### src/rtl/axi4_lite_regbank_pkg.sv
// Shared constants and helpers for the AXI4-Lite register bank.
// Response codes, byte-strobe width and word-index extraction.
package axi4_lite_regbank_pkg;

   localparam logic [1:0] RESP_OKAY   = 2'b00;
   localparam logic [1:0] RESP_SLVERR = 2'b10;

   // Number of byte lanes for a data word of the given width.
   function automatic int strb_width(input int data_size);
      return data_size / 8;
   endfunction

   // Word index of a byte address; the two byte-offset bits are dropped.
   function automatic logic [31:0] word_index(input logic [31:0] addr);
      return {2'b00, addr[31:2]};
   endfunction

endpackage

### src/rtl/axi4_lite_regbank_skid.sv
// Two-entry skid buffer: registered upstream ready, full throughput.
// Used on every AXI channel when AXI4_LITE_REGBANK_SKID_EN is defined.
module axi4_lite_regbank_skid #(
   parameter int WIDTH = 8
) (
   input  logic             aclk,
   input  logic             areset,
   input  logic [WIDTH-1:0] s_data,
   input  logic             s_valid,
   output logic             s_ready,
   output logic [WIDTH-1:0] m_data,
   output logic             m_valid,
   input  logic             m_ready
);

   logic             s_ready_reg;
   logic             m_valid_reg;
   logic [WIDTH-1:0] m_data_reg;
   logic             skid_valid_reg;
   logic             skid_valid_next;
   logic [WIDTH-1:0] skid_data_reg;
   logic             s_fire;
   logic             m_free;

   assign s_fire  = s_valid & s_ready_reg;
   assign m_free  = ~m_valid_reg | m_ready;
   assign s_ready = s_ready_reg;
   assign m_valid = m_valid_reg;
   assign m_data  = m_data_reg;

   // Skid entry fills when the output stalls on an accepted beat, drains when the output frees up.
   always_comb begin
      skid_valid_next = skid_valid_reg;
      if (m_free) begin
         skid_valid_next = 1'b0;
      end else if (s_fire) begin
         skid_valid_next = 1'b1;
      end
   end

   // Output stage and skid storage; upstream ready is simply "skid entry will be empty".
   always_ff @(posedge aclk) begin
      if (areset) begin
         s_ready_reg    <= 1'b0;
         m_valid_reg    <= 1'b0;
         m_data_reg     <= '0;
         skid_valid_reg <= 1'b0;
         skid_data_reg  <= '0;
      end else begin
         skid_valid_reg <= skid_valid_next;
         s_ready_reg    <= ~skid_valid_next;
         if (m_free) begin
            if (skid_valid_reg) begin
               m_valid_reg <= 1'b1;
               m_data_reg  <= skid_data_reg;
            end else begin
               m_valid_reg <= s_fire;
               if (s_fire) begin
                  m_data_reg <= s_data;
               end
            end
         end else if (s_fire) begin
            skid_data_reg <= s_data;
         end
      end
   end

endmodule

### src/rtl/axi4_lite_regbank.sv
// AXI4-Lite slave register bank with byte strobes and hardware-sourced read-only words.
// Optional macro AXI4_LITE_REGBANK_SKID_EN inserts a skid stage on AR, AW, W, R and B.
module axi4_lite_regbank
   import axi4_lite_regbank_pkg::*;
#(
   parameter int                   ADDRESS_SIZE = 5,
   parameter int                   DATA_SIZE    = 32,
   parameter int                   REGISTERS    = 8,
   parameter logic [REGISTERS-1:0] RO_MASK      = '0,
   parameter logic [DATA_SIZE-1:0] INIT_VALUE   = '0
) (
   input  logic                           aclk,
   input  logic                           areset,
   input  logic [ADDRESS_SIZE-1:0]        s_axi_araddr,
   input  logic                           s_axi_arvalid,
   output logic                           s_axi_arready,
   output logic [DATA_SIZE-1:0]           s_axi_rdata,
   output logic [1:0]                     s_axi_rresp,
   output logic                           s_axi_rvalid,
   input  logic                           s_axi_rready,
   input  logic [ADDRESS_SIZE-1:0]        s_axi_awaddr,
   input  logic                           s_axi_awvalid,
   output logic                           s_axi_awready,
   input  logic [DATA_SIZE-1:0]           s_axi_wdata,
   input  logic [DATA_SIZE/8-1:0]         s_axi_wstrb,
   input  logic                           s_axi_wvalid,
   output logic                           s_axi_wready,
   output logic [1:0]                     s_axi_bresp,
   output logic                           s_axi_bvalid,
   input  logic                           s_axi_bready,
   output logic [REGISTERS*DATA_SIZE-1:0] regs_o,
   input  logic [REGISTERS*DATA_SIZE-1:0] hw_status_i,
   output logic [REGISTERS-1:0]           wr_pulse_o
);

   localparam int STRB_W = strb_width(DATA_SIZE);

   // Core-side channel signals (directly the ports, or the far side of the skid stages)
   logic [ADDRESS_SIZE-1:0] ar_addr;
   logic                    ar_valid;
   logic                    ar_ready;
   logic [ADDRESS_SIZE-1:0] aw_addr;
   logic                    aw_valid;
   logic                    aw_ready;
   logic [DATA_SIZE-1:0]    w_data;
   logic [STRB_W-1:0]       w_strb;
   logic                    w_valid;
   logic                    w_ready;
   logic                    r_ready;
   logic                    b_ready;

   // Write-side state
   logic                    aw_held_reg;
   logic [ADDRESS_SIZE-1:0] aw_addr_reg;
   logic                    w_held_reg;
   logic [DATA_SIZE-1:0]    w_data_reg;
   logic [STRB_W-1:0]       w_strb_reg;
   logic                    b_valid_reg;
   logic [1:0]              b_resp_reg;
   logic [REGISTERS-1:0]    wr_pulse_reg;
   logic [REGISTERS-1:0]    wr_hit;
   logic                    commit;
   logic [31:0]             aw_idx;

   // Read-side state
   logic                    r_valid_reg;
   logic [DATA_SIZE-1:0]    r_data_reg;
   logic [1:0]              r_resp_reg;
   logic [31:0]             ar_idx;
   logic [DATA_SIZE-1:0]    rd_word;
   logic                    rd_hit;

   logic [DATA_SIZE-1:0]    word_val [REGISTERS];

`ifdef AXI4_LITE_REGBANK_SKID_EN
   logic [DATA_SIZE+STRB_W-1:0] w_bus;
   logic [DATA_SIZE+1:0]        r_bus;

   axi4_lite_regbank_skid #(.WIDTH(ADDRESS_SIZE)) u_ar_skid (
      .aclk    (aclk),
      .areset  (areset),
      .s_data  (s_axi_araddr),
      .s_valid (s_axi_arvalid),
      .s_ready (s_axi_arready),
      .m_data  (ar_addr),
      .m_valid (ar_valid),
      .m_ready (ar_ready)
   );

   axi4_lite_regbank_skid #(.WIDTH(ADDRESS_SIZE)) u_aw_skid (
      .aclk    (aclk),
      .areset  (areset),
      .s_data  (s_axi_awaddr),
      .s_valid (s_axi_awvalid),
      .s_ready (s_axi_awready),
      .m_data  (aw_addr),
      .m_valid (aw_valid),
      .m_ready (aw_ready)
   );

   axi4_lite_regbank_skid #(.WIDTH(DATA_SIZE + STRB_W)) u_w_skid (
      .aclk    (aclk),
      .areset  (areset),
      .s_data  ({s_axi_wstrb, s_axi_wdata}),
      .s_valid (s_axi_wvalid),
      .s_ready (s_axi_wready),
      .m_data  (w_bus),
      .m_valid (w_valid),
      .m_ready (w_ready)
   );
   assign {w_strb, w_data} = w_bus;

   axi4_lite_regbank_skid #(.WIDTH(DATA_SIZE + 2)) u_r_skid (
      .aclk    (aclk),
      .areset  (areset),
      .s_data  ({r_resp_reg, r_data_reg}),
      .s_valid (r_valid_reg),
      .s_ready (r_ready),
      .m_data  (r_bus),
      .m_valid (s_axi_rvalid),
      .m_ready (s_axi_rready)
   );
   assign {s_axi_rresp, s_axi_rdata} = r_bus;

   axi4_lite_regbank_skid #(.WIDTH(2)) u_b_skid (
      .aclk    (aclk),
      .areset  (areset),
      .s_data  (b_resp_reg),
      .s_valid (b_valid_reg),
      .s_ready (b_ready),
      .m_data  (s_axi_bresp),
      .m_valid (s_axi_bvalid),
      .m_ready (s_axi_bready)
   );
`else
   assign ar_addr       = s_axi_araddr;
   assign ar_valid      = s_axi_arvalid;
   assign s_axi_arready = ar_ready;
   assign aw_addr       = s_axi_awaddr;
   assign aw_valid      = s_axi_awvalid;
   assign s_axi_awready = aw_ready;
   assign w_data        = s_axi_wdata;
   assign w_strb        = s_axi_wstrb;
   assign w_valid       = s_axi_wvalid;
   assign s_axi_wready  = w_ready;
   assign s_axi_rdata   = r_data_reg;
   assign s_axi_rresp   = r_resp_reg;
   assign s_axi_rvalid  = r_valid_reg;
   assign r_ready       = s_axi_rready;
   assign s_axi_bresp   = b_resp_reg;
   assign s_axi_bvalid  = b_valid_reg;
   assign b_ready       = s_axi_bready;
`endif

   // Readies are forced low for the whole time reset is asserted.
   assign aw_ready   = ~areset & ~aw_held_reg;
   assign w_ready    = ~areset & ~w_held_reg;
   assign ar_ready   = ~areset & (~r_valid_reg | r_ready);

   assign aw_idx     = word_index(32'(aw_addr_reg));
   assign ar_idx     = word_index(32'(ar_addr));
   assign commit     = aw_held_reg & w_held_reg & (~b_valid_reg | b_ready);
   assign wr_pulse_o = wr_pulse_reg;

   // Per-word storage: read-only words mirror hardware, read/write words take strobed bytes on commit.
   for (genvar gi = 0; gi < REGISTERS; gi++) begin : g_word
      assign wr_hit[gi] = ~RO_MASK[gi] & (aw_idx == 32'(gi));
      assign regs_o[gi*DATA_SIZE +: DATA_SIZE] = word_val[gi];

      if (RO_MASK[gi]) begin : g_ro
         assign word_val[gi] = hw_status_i[gi*DATA_SIZE +: DATA_SIZE];
      end else begin : g_rw
         logic [DATA_SIZE-1:0] word_reg;
         logic                 unused_hw;

         assign unused_hw    = ^hw_status_i[gi*DATA_SIZE +: DATA_SIZE];
         assign word_val[gi] = word_reg;

         // Byte-lane update of this word on a committed write that targets it.
         always_ff @(posedge aclk) begin
            if (areset) begin
               word_reg <= INIT_VALUE;
            end else if (commit && wr_hit[gi]) begin
               for (int b = 0; b < STRB_W; b++) begin
                  if (w_strb_reg[b]) begin
                     word_reg[b*8 +: 8] <= w_data_reg[b*8 +: 8];
                  end
               end
            end
         end
      end
   end

   // AW/W holding registers, commit, write response and the one-cycle write pulse.
   always_ff @(posedge aclk) begin
      if (areset) begin
         aw_held_reg  <= 1'b0;
         aw_addr_reg  <= '0;
         w_held_reg   <= 1'b0;
         w_data_reg   <= '0;
         w_strb_reg   <= '0;
         b_valid_reg  <= 1'b0;
         b_resp_reg   <= RESP_OKAY;
         wr_pulse_reg <= '0;
      end else begin
         wr_pulse_reg <= '0;
         if (aw_valid && aw_ready) begin
            aw_held_reg <= 1'b1;
            aw_addr_reg <= aw_addr;
         end
         if (w_valid && w_ready) begin
            w_held_reg <= 1'b1;
            w_data_reg <= w_data;
            w_strb_reg <= w_strb;
         end
         if (commit) begin
            aw_held_reg  <= 1'b0;
            w_held_reg   <= 1'b0;
            b_valid_reg  <= 1'b1;
            b_resp_reg   <= (|wr_hit) ? RESP_OKAY : RESP_SLVERR;
            wr_pulse_reg <= wr_hit;
         end else if (b_ready) begin
            b_valid_reg <= 1'b0;
         end
      end
   end

   // Read mux; an index with no matching word yields zero and flags an error.
   always_comb begin
      rd_word = '0;
      rd_hit  = 1'b0;
      for (int i = 0; i < REGISTERS; i++) begin
         if (ar_idx == 32'(i)) begin
            rd_word = word_val[i];
            rd_hit  = 1'b1;
         end
      end
   end

   // Read data register: loaded on the AR handshake, held until the R handshake.
   always_ff @(posedge aclk) begin
      if (areset) begin
         r_valid_reg <= 1'b0;
         r_data_reg  <= '0;
         r_resp_reg  <= RESP_OKAY;
      end else if (ar_valid && ar_ready) begin
         r_valid_reg <= 1'b1;
         r_data_reg  <= rd_word;
         r_resp_reg  <= rd_hit ? RESP_OKAY : RESP_SLVERR;
      end else if (r_ready) begin
         r_valid_reg <= 1'b0;
      end
   end

endmodule

### config.mk
export PLATFORM = sky130hd
export DESIGN_NAME = axi4_lite_regbank
export DESIGN_NICKNAME = d
export VERILOG_FILES = /design/src/rtl/axi4_lite_regbank_pkg.sv /design/src/rtl/axi4_lite_regbank_skid.sv /design/src/rtl/axi4_lite_regbank.sv
export SDC_FILE = /design/constraint.sdc
export NUM_CORES = 1
export LEC_CHECK = 0
export BUFFER_PORTS_ARGS = -buffer_cell sky130_fd_sc_hd__buf_2
export CAP_MARGIN = 30
export CORE_AREA = 2 2 239 241
export DETAILED_ROUTE_END_ITERATION = 12
export DIE_AREA = 0 0 241 243
export HOLD_SLACK_MARGIN = 0.15
export REMOVE_ABC_BUFFERS = 1
export SLEW_MARGIN = 0
export SYNTH_ARGS = -nofsm -noshare
export SYNTH_HDL_FRONTEND = slang
export SYNTH_HIERARCHICAL = 1
export SYNTH_SLANG_ARGS = --single-unit
### constraint.sdc
create_clock -name aclk -period 4.7 [get_ports aclk]
set_input_delay 0.94 -clock aclk [delete_from_list [all_inputs] [get_ports aclk]]
set_output_delay 0.94 -clock aclk [all_outputs]
set_load 0.05 [all_outputs]
==> results_dict.tcl, run 1 <==
set metrics [dict create \
    path_clk_slew_ps 60 \
    detail_route.drc_violations 0 \
    cell_breakdown_of_the_critical_path "buf_6 -> nor2_1 -> buf_2" \
    final-setup-viol-count 0 \
    grt_pass1_vias 12430 \
    design.final.nets 2138 \
    post_drt_via_cell_ratio 4.848 \
    worst-endpoint-arrival_ps 1800 \
    synth_area_leader_cell "sky130_fd_sc_hd__dfxtp_1" \
    placedCellCount 2544 \
    placement_rows 87 \
    setup.worst_path.end_class "output pin" \
    crit_path_start_kind "input port" \
    detailroute.via_count 12670 \
    design_power_total_mw 6.571 \
    synth_commonest_cells "341 x sky130_fd_sc_hd__dfxtp_1, 307 x sky130_fd_sc_hd__mux2i_1, 256 x sky130_fd_sc_hd__nand2b_1" \
    worst_setup_path_startpoint "areset" \
    place.detailed.hpwl_um 36930 \
    drv_slew 0 \
    period_share_pct 58.40 \
    report.final.hold_viol_count 0 \
    power.density_nw_per_um2 346.0 \
    htree_levels 2 \
    r2r_setup_slack_ps 2160 \
    worst_slew_margin_rel_pct 31.49 \
    post_synth_edffs 0 \
    area_of_the_die_sq_um 58560 \
    max-clock-path-buffers 3 \
    nFillCells 5797 \
    cts_inserted_buffers 39 \
    synthesis.instances 1567 \
    critical_path_peak_fanout 55 \
    min-delay-path-class "reg -> reg" \
    synth.top_cells.by_area "sky130_fd_sc_hd__dfxtp_1 45%, sky130_fd_sc_hd__mux2i_1 20%, sky130_fd_sc_hd__nand2b_1 10%" \
    syn_area_sq_um 15320 \
    antenna_found_initial 10 \
    worst_ep_required_time_ps 3760 \
    setup-tns-final_ps 0 \
    grt_usage_pct 18.24 \
    drt_pre_antenna_iters 5 \
    dr_iter_0_viols 726 \
    portBuffers 351 \
    regToRegEndpoint "g_word[6].g_rw.word_reg[19]$_SDFFE_PP0P_" \
    ff_latch_area_sq_um 6827 \
    finalCriticalPeriod_ps 2745 \
    insertion_delay_ps 560 \
    clockRootBuffer "sky130_fd_sc_hd__clkbuf_16" \
    layout-drive-gt1-share_pct 25.04 \
    cts.repair_timing.setup_buffer_count 0 \
    pin_count_of_the_biggest_net_entering_global_routing 195 \
    layout_overhead_on_the_synthesized_area_pct 23.92 \
    yosys.cell_count.top_type "sky130_fd_sc_hd__dfxtp_1" \
    syn_avg_cell_area_sq_um 9.780 \
    seq_area_frac_synth_pct 44.55 \
    first_pass_grt_wire_length_um 81190 \
    asyncSetResetFlopFracSynth_pct 0 \
    cts-resized-gates 0 \
    globalplace.congestion 0.8252 \
    rsz_0062_raised_after_global_routing "false" \
    detail_route_antenna_nets 0 \
    globalRouteOverflowTotal 0 \
    synth_warnings 6 \
    postCtsHoldBufs 0 \
    cts.sink_count 341 \
    drv.max_cap_violation_count 0 \
    fin_cells 2614 \
    largest_register_ff_count 256 \
    maximum_vdd_drop_uv 240.2 \
    dieHeight_um 243 \
    coreArea_sq_um 55950 \
    static-leakage-power_nw 9.025 \
    detail_routed_net_length_per_standard_cell_um 21.01 \
    slowest_delay_ps 320 \
    cp_slowest_cell "sky130_fd_sc_hd__buf_2" \
    clock_skew_ps 19.55 \
    dominantRegCellSynth "sky130_fd_sc_hd__dfxtp_1" \
    clock_tree_from_tritoncts "built" \
    synth.top_cell.area_share_pct 44.55 \
    source_of_the_worst_register_to_register_timing_path "aw_addr_reg[4]$_SDFFE_PP0P_" \
    worstRegToRegCells 3 \
    timing.critical_path.to "s_axi_wready" \
    totalWireLength_um 54930 \
    io-pin-count 614 \
    maximum_achievable_frequency_ghz 0.3644 \
    synth.lib_cells_used.distinct 42 \
    initial_core_util_pct 27.39 \
    worstSetupPathType "in -> out" \
    multi_input_combinational_cell_area_sq_um 7680 \
    count_of_state_elements_after_synthesis 341 \
    worst_pin_slew_ps 1020 \
    horizontal_die_dimension_um 241 \
    status "completed" \
]
## critical path, delay by kind of cell
family | cells | cell delay (ps)
buffers and inverters | 2 | 520
AND/OR/NAND/NOR | 1 | 280
## metrics by stage
step	utilization, %	worst slack, ps	hold WS, ps	cell area, sq um
floorplan	-	1381	467.4	14700
detailed placement	31.60	1426	444.8	17680
CTS	33.94	1952	464.4	18990
global route	33.94	1845	483.2	18990
global placement	31.42	1551	436.3	17580
finish	33.94	1955	462.7	18990
## per-layer routing
metal / vias up / share of wire, % / GRT usage, %
met5: - / 0.19 / 0
met4: 18 / 2.4 / 5.138
met3: 99 / 10 / 6.346
met2: 504 / 43 / 28.29
met1: 6104 / 44 / 23.83
li1: 5948 / - / -
## worst min-delay path by stage
stage / start / end / slack [ps] / depth (start not counted)
2_1_floorplan: w_strb_reg[3]$_SDFFE_PP0P_ / w_strb_reg[3]$_SDFFE_PP0P_ / 470 / 2
3_3_place_gp: s_axi_rresp[1]$_SDFFE_PP0P_ / s_axi_rresp[1]$_SDFFE_PP0P_ / 440 / 1
3_5_place_dp: s_axi_rdata[13]$_SDFFE_PP0P_ / s_axi_rdata[13]$_SDFFE_PP0P_ / 440 / 1
4_1_cts: s_axi_rdata[6]$_SDFFE_PP0P_ / s_axi_rdata[6]$_SDFFE_PP0P_ / 460 / 1
5_1_grt: s_axi_rdata[28]$_SDFFE_PP0P_ / s_axi_rdata[28]$_SDFFE_PP0P_ / 480 / 1
6_report: s_axi_rdata[6]$_SDFFE_PP0P_ / s_axi_rdata[6]$_SDFFE_PP0P_ / 460 / 1
## logic make-up after synthesis
logic type,count (synthesis),share of synthesized area (%)
other,1,0.02447
DFF,341,44.55
muxes,309,20.35
buffers and inverters,205,5.495
AOI/OAI and AO/OA,253,12.28
and+or+nand+nor,458,17.31
## area by class of cell
type / count / share of cell area (%)
Sequential cell: 341 / 35.95
Clock buffer: 59 / 6.384
Clock inverter: 10 / 0.5139
Timing Repair Buffer: 369 / 10.61
Inverter: 56 / 1.107
Antenna cell: 1 / 0.01318
Tap cell: 756 / 4.981
Multi-Input combinational cell: 1022 / 40.44
## cells in the final DEF, fill, tap and decap left out, types with 32 or more instances in the layout
cell type,netlist,routed
sky130_fd_sc_hd__clkbuf_16,0,40
sky130_fd_sc_hd__o21ai_1,36,36
sky130_fd_sc_hd__nor2_1,82,81
sky130_fd_sc_hd__a21oi_1,45,45
sky130_fd_sc_hd__nand2b_1,256,255
sky130_fd_sc_hd__buf_2,28,347
sky130_fd_sc_hd__o221ai_1,32,32
sky130_fd_sc_hd__mux2i_1,307,307
sky130_fd_sc_hd__inv_1,56,56
sky130_fd_sc_hd__nand2_1,60,60
sky130_fd_sc_hd__dfxtp_1,341,341
## report_power, final
group | total [mW] | internal, mW | switching (mW)
combinational | 0.506 | 0.169 | 0.338
sequential | 2.97 | 2.93 | 0.0395
clock | 3.09 | 1.84 | 1.25
Note: power is estimated with default switching activity, not from simulation.
==> inputs of run 2 (changes only) <==
- CORE_AREA: 2 2 239 241 -> 2 2 240 242
- DIE_AREA: 0 0 241 243 -> 0 0 242 244
- clock period: 4.7 -> 2.4 ns (I/O delays scaled with it)
==> results_dict.tcl, run 2 (synthesis gave the netlist of run 1 again) <==
set metrics [dict create \
    grt_usage_pct 18.27 \
    layout_overhead_on_the_synthesized_area_pct 29.45 \
    coreArea_sq_um 56170 \
    grt_pass1_vias 12810 \
    finalCriticalPeriod_ps 2213 \
    report.final.hold_viol_count 0 \
    worst_ep_required_time_ps 2820 \
    maximum_vdd_drop_uv 448.2 \
    nFillCells 5664 \
    rsz_0062_raised_after_global_routing "false" \
    area_of_the_die_sq_um 59050 \
    post_drt_via_cell_ratio 4.826 \
    final_core_utilization_pct 35.32 \
    cp_slowest_cell "sky130_fd_sc_hd__nor2b_1" \
    detail_route.drc_violations 0 \
    maximum_achievable_frequency_ghz 0.4519 \
    setup-tns-final_ps 0 \
    insertion_delay_ps 560 \
    clockPowerShare_pct 49.2 \
    drt_pre_antenna_iters 5 \
    worst_slew_margin_rel_pct 39.77 \
    placedCellCount 2576 \
    detail_routed_net_length_per_standard_cell_um 20.79 \
    worst-endpoint-arrival_ps 2630 \
    cts.sink_count 341 \
    clockRootBuffer "sky130_fd_sc_hd__clkbuf_16" \
    drv.max_cap_violation_count 0 \
    antenna_found_initial 4 \
    slowest_delay_ps 730 \
    switching_share_pct 24.50 \
    portBuffers 351 \
    internal_power_mw 10.27 \
    detailroute.via_count 12980 \
    pin_count_of_the_biggest_net_entering_global_routing 100 \
    drv_slew 0 \
    placement_rows 87 \
    post_dp_cell_area_sq_um 18010 \
    period_share_pct 92.19 \
    htree_levels 2 \
    io-pin-count 614 \
    clock_tree_from_tritoncts "built" \
    crit_buf_inv 0 \
    first_pass_grt_wire_length_um 82500 \
    combPwrFrac_pct 8.0 \
    min-delay-path-class "in -> reg" \
    globalplace.congestion 0.8651 \
    totalWireLength_um 55940 \
    dieHeight_um 244 \
    cell_breakdown_of_the_critical_path "nor2b_1 -> or4_1 -> mux2i_1 -> nor2_1" \
    switching_power_mw 3.332 \
    fin_cells 2690 \
    ff_latch_area_sq_um 6827 \
    mostFrequentLayoutCell "sky130_fd_sc_hd__buf_2" \
    cts.repair_timing.setup_buffer_count 0 \
    detail_route_antenna_nets 0 \
    largest_register_ff_count 256 \
    dr_iter_0_viols 643 \
    critical_path_peak_fanout 8 \
    place.detailed.hpwl_um 38370 \
    clock_skew_ps 19.89 \
    globalRouteOverflowTotal 0 \
    final-setup-viol-count 0 \
    cts-resized-gates 0 \
    cts_inserted_buffers 40 \
    crit_path_start_kind "register" \
    status "completed" \
    layout.cell_area.non_filler_sq_um 19840 \
    multi_input_combinational_cell_area_sq_um 7680 \
    seq_power_share_pct 42.8 \
    layout-drive-gt1-share_pct 25.95 \
    initial_core_util_pct 27.28 \
    max-clock-path-buffers 3 \
    design.final.nets 2208 \
    horizontal_die_dimension_um 242 \
    worst_pin_slew_ps 901.6 \
    path_clk_slew_ps 60 \
    static-leakage-power_nw 9.426 \
    design_power_total_mw 13.60 \
    setup.worst_path.end_class "register" \
    worst_path_dominant_cell_family "simple AND/OR/NAND/NOR gates" \
    layout_common_cells "347 x sky130_fd_sc_hd__buf_2, 341 x sky130_fd_sc_hd__dfxtp_1, 307 x sky130_fd_sc_hd__mux2i_1" \
    postCtsHoldBufs 37 \
    power.density_nw_per_um2 685.7 \
    worstSetupPathType "reg -> reg" \
]
## run 2: final timing paths
check / end / slack [ps] / cells past startpoint / startpoint
hold reg to reg: s_axi_rresp[1]$_SDFFE_PP0P_ / 450 / 1 / s_axi_rresp[1]$_SDFFE_PP0P_
setup reg to reg: g_word[0].g_rw.word_reg[25]$_SDFFE_PP0P_ / 190 / 4 / s_axi_bvalid$_SDFFE_PP0P_
setup / recovery: g_word[0].g_rw.word_reg[25]$_SDFFE_PP0P_ / 190 / 4 / s_axi_bvalid$_SDFFE_PP0P_
hold / removal: w_data_reg[15]$_SDFFE_PP0P_ / 170 / 3 / s_axi_wdata[15]
## run 2: per-layer routing
metal,vias to the layer above,track usage (%),routed length [um]
li1,6092,-,-
met1,6236,23.61,24580
met2,536,28.31,24140
met3,113,6.124,5377
met4,4,6.572,1812
met5,-,0,27
## run 2: worst reg2reg max path: stages, from the launching register on
cell                      delay (ps)
sky130_fd_sc_hd__dfxtp_1         330
sky130_fd_sc_hd__nor2b_1         730
sky130_fd_sc_hd__or4_1           690
sky130_fd_sc_hd__mux2i_1         280
sky130_fd_sc_hd__nor2_1           60
## run 2: final cells by class
type / count / area share (%)
Multi-Input combinational cell: 1022 / 38.71
Sequential cell: 341 / 34.41
Timing Repair Buffer: 438 / 13.69
Clock buffer: 57 / 5.979
Tap cell: 756 / 4.768
Clock inverter: 17 / 1.337
Inverter: 56 / 1.060
Antenna cell: 3 / 0.03784
## run 2: power by group through the flow
| stage | Clock (mW) | Sequential, mW | Combinational [mW] |
|---|---|---|---|
| after floorplan | 0 | 6.03 | 0.424 |
| after global placement | 0 | 5.94 | 1.03 |
| after detailed placement | 0 | 5.94 | 1.04 |
| after CTS | 6.83 | 5.82 | 1.10 |
| after global routing | 7.04 | 5.83 | 1.16 |
| final | 6.69 | 5.82 | 1.09 |
## run 2: through the flow
stage	hold slack [ps]	worst slack (ps)
floorplan	467.4	-458.7
detailed placement	439.1	-21.73
CTS	150.7	192.2
global route	164.3	47.45
finish	167.0	187.3
global placement	438.7	41.46
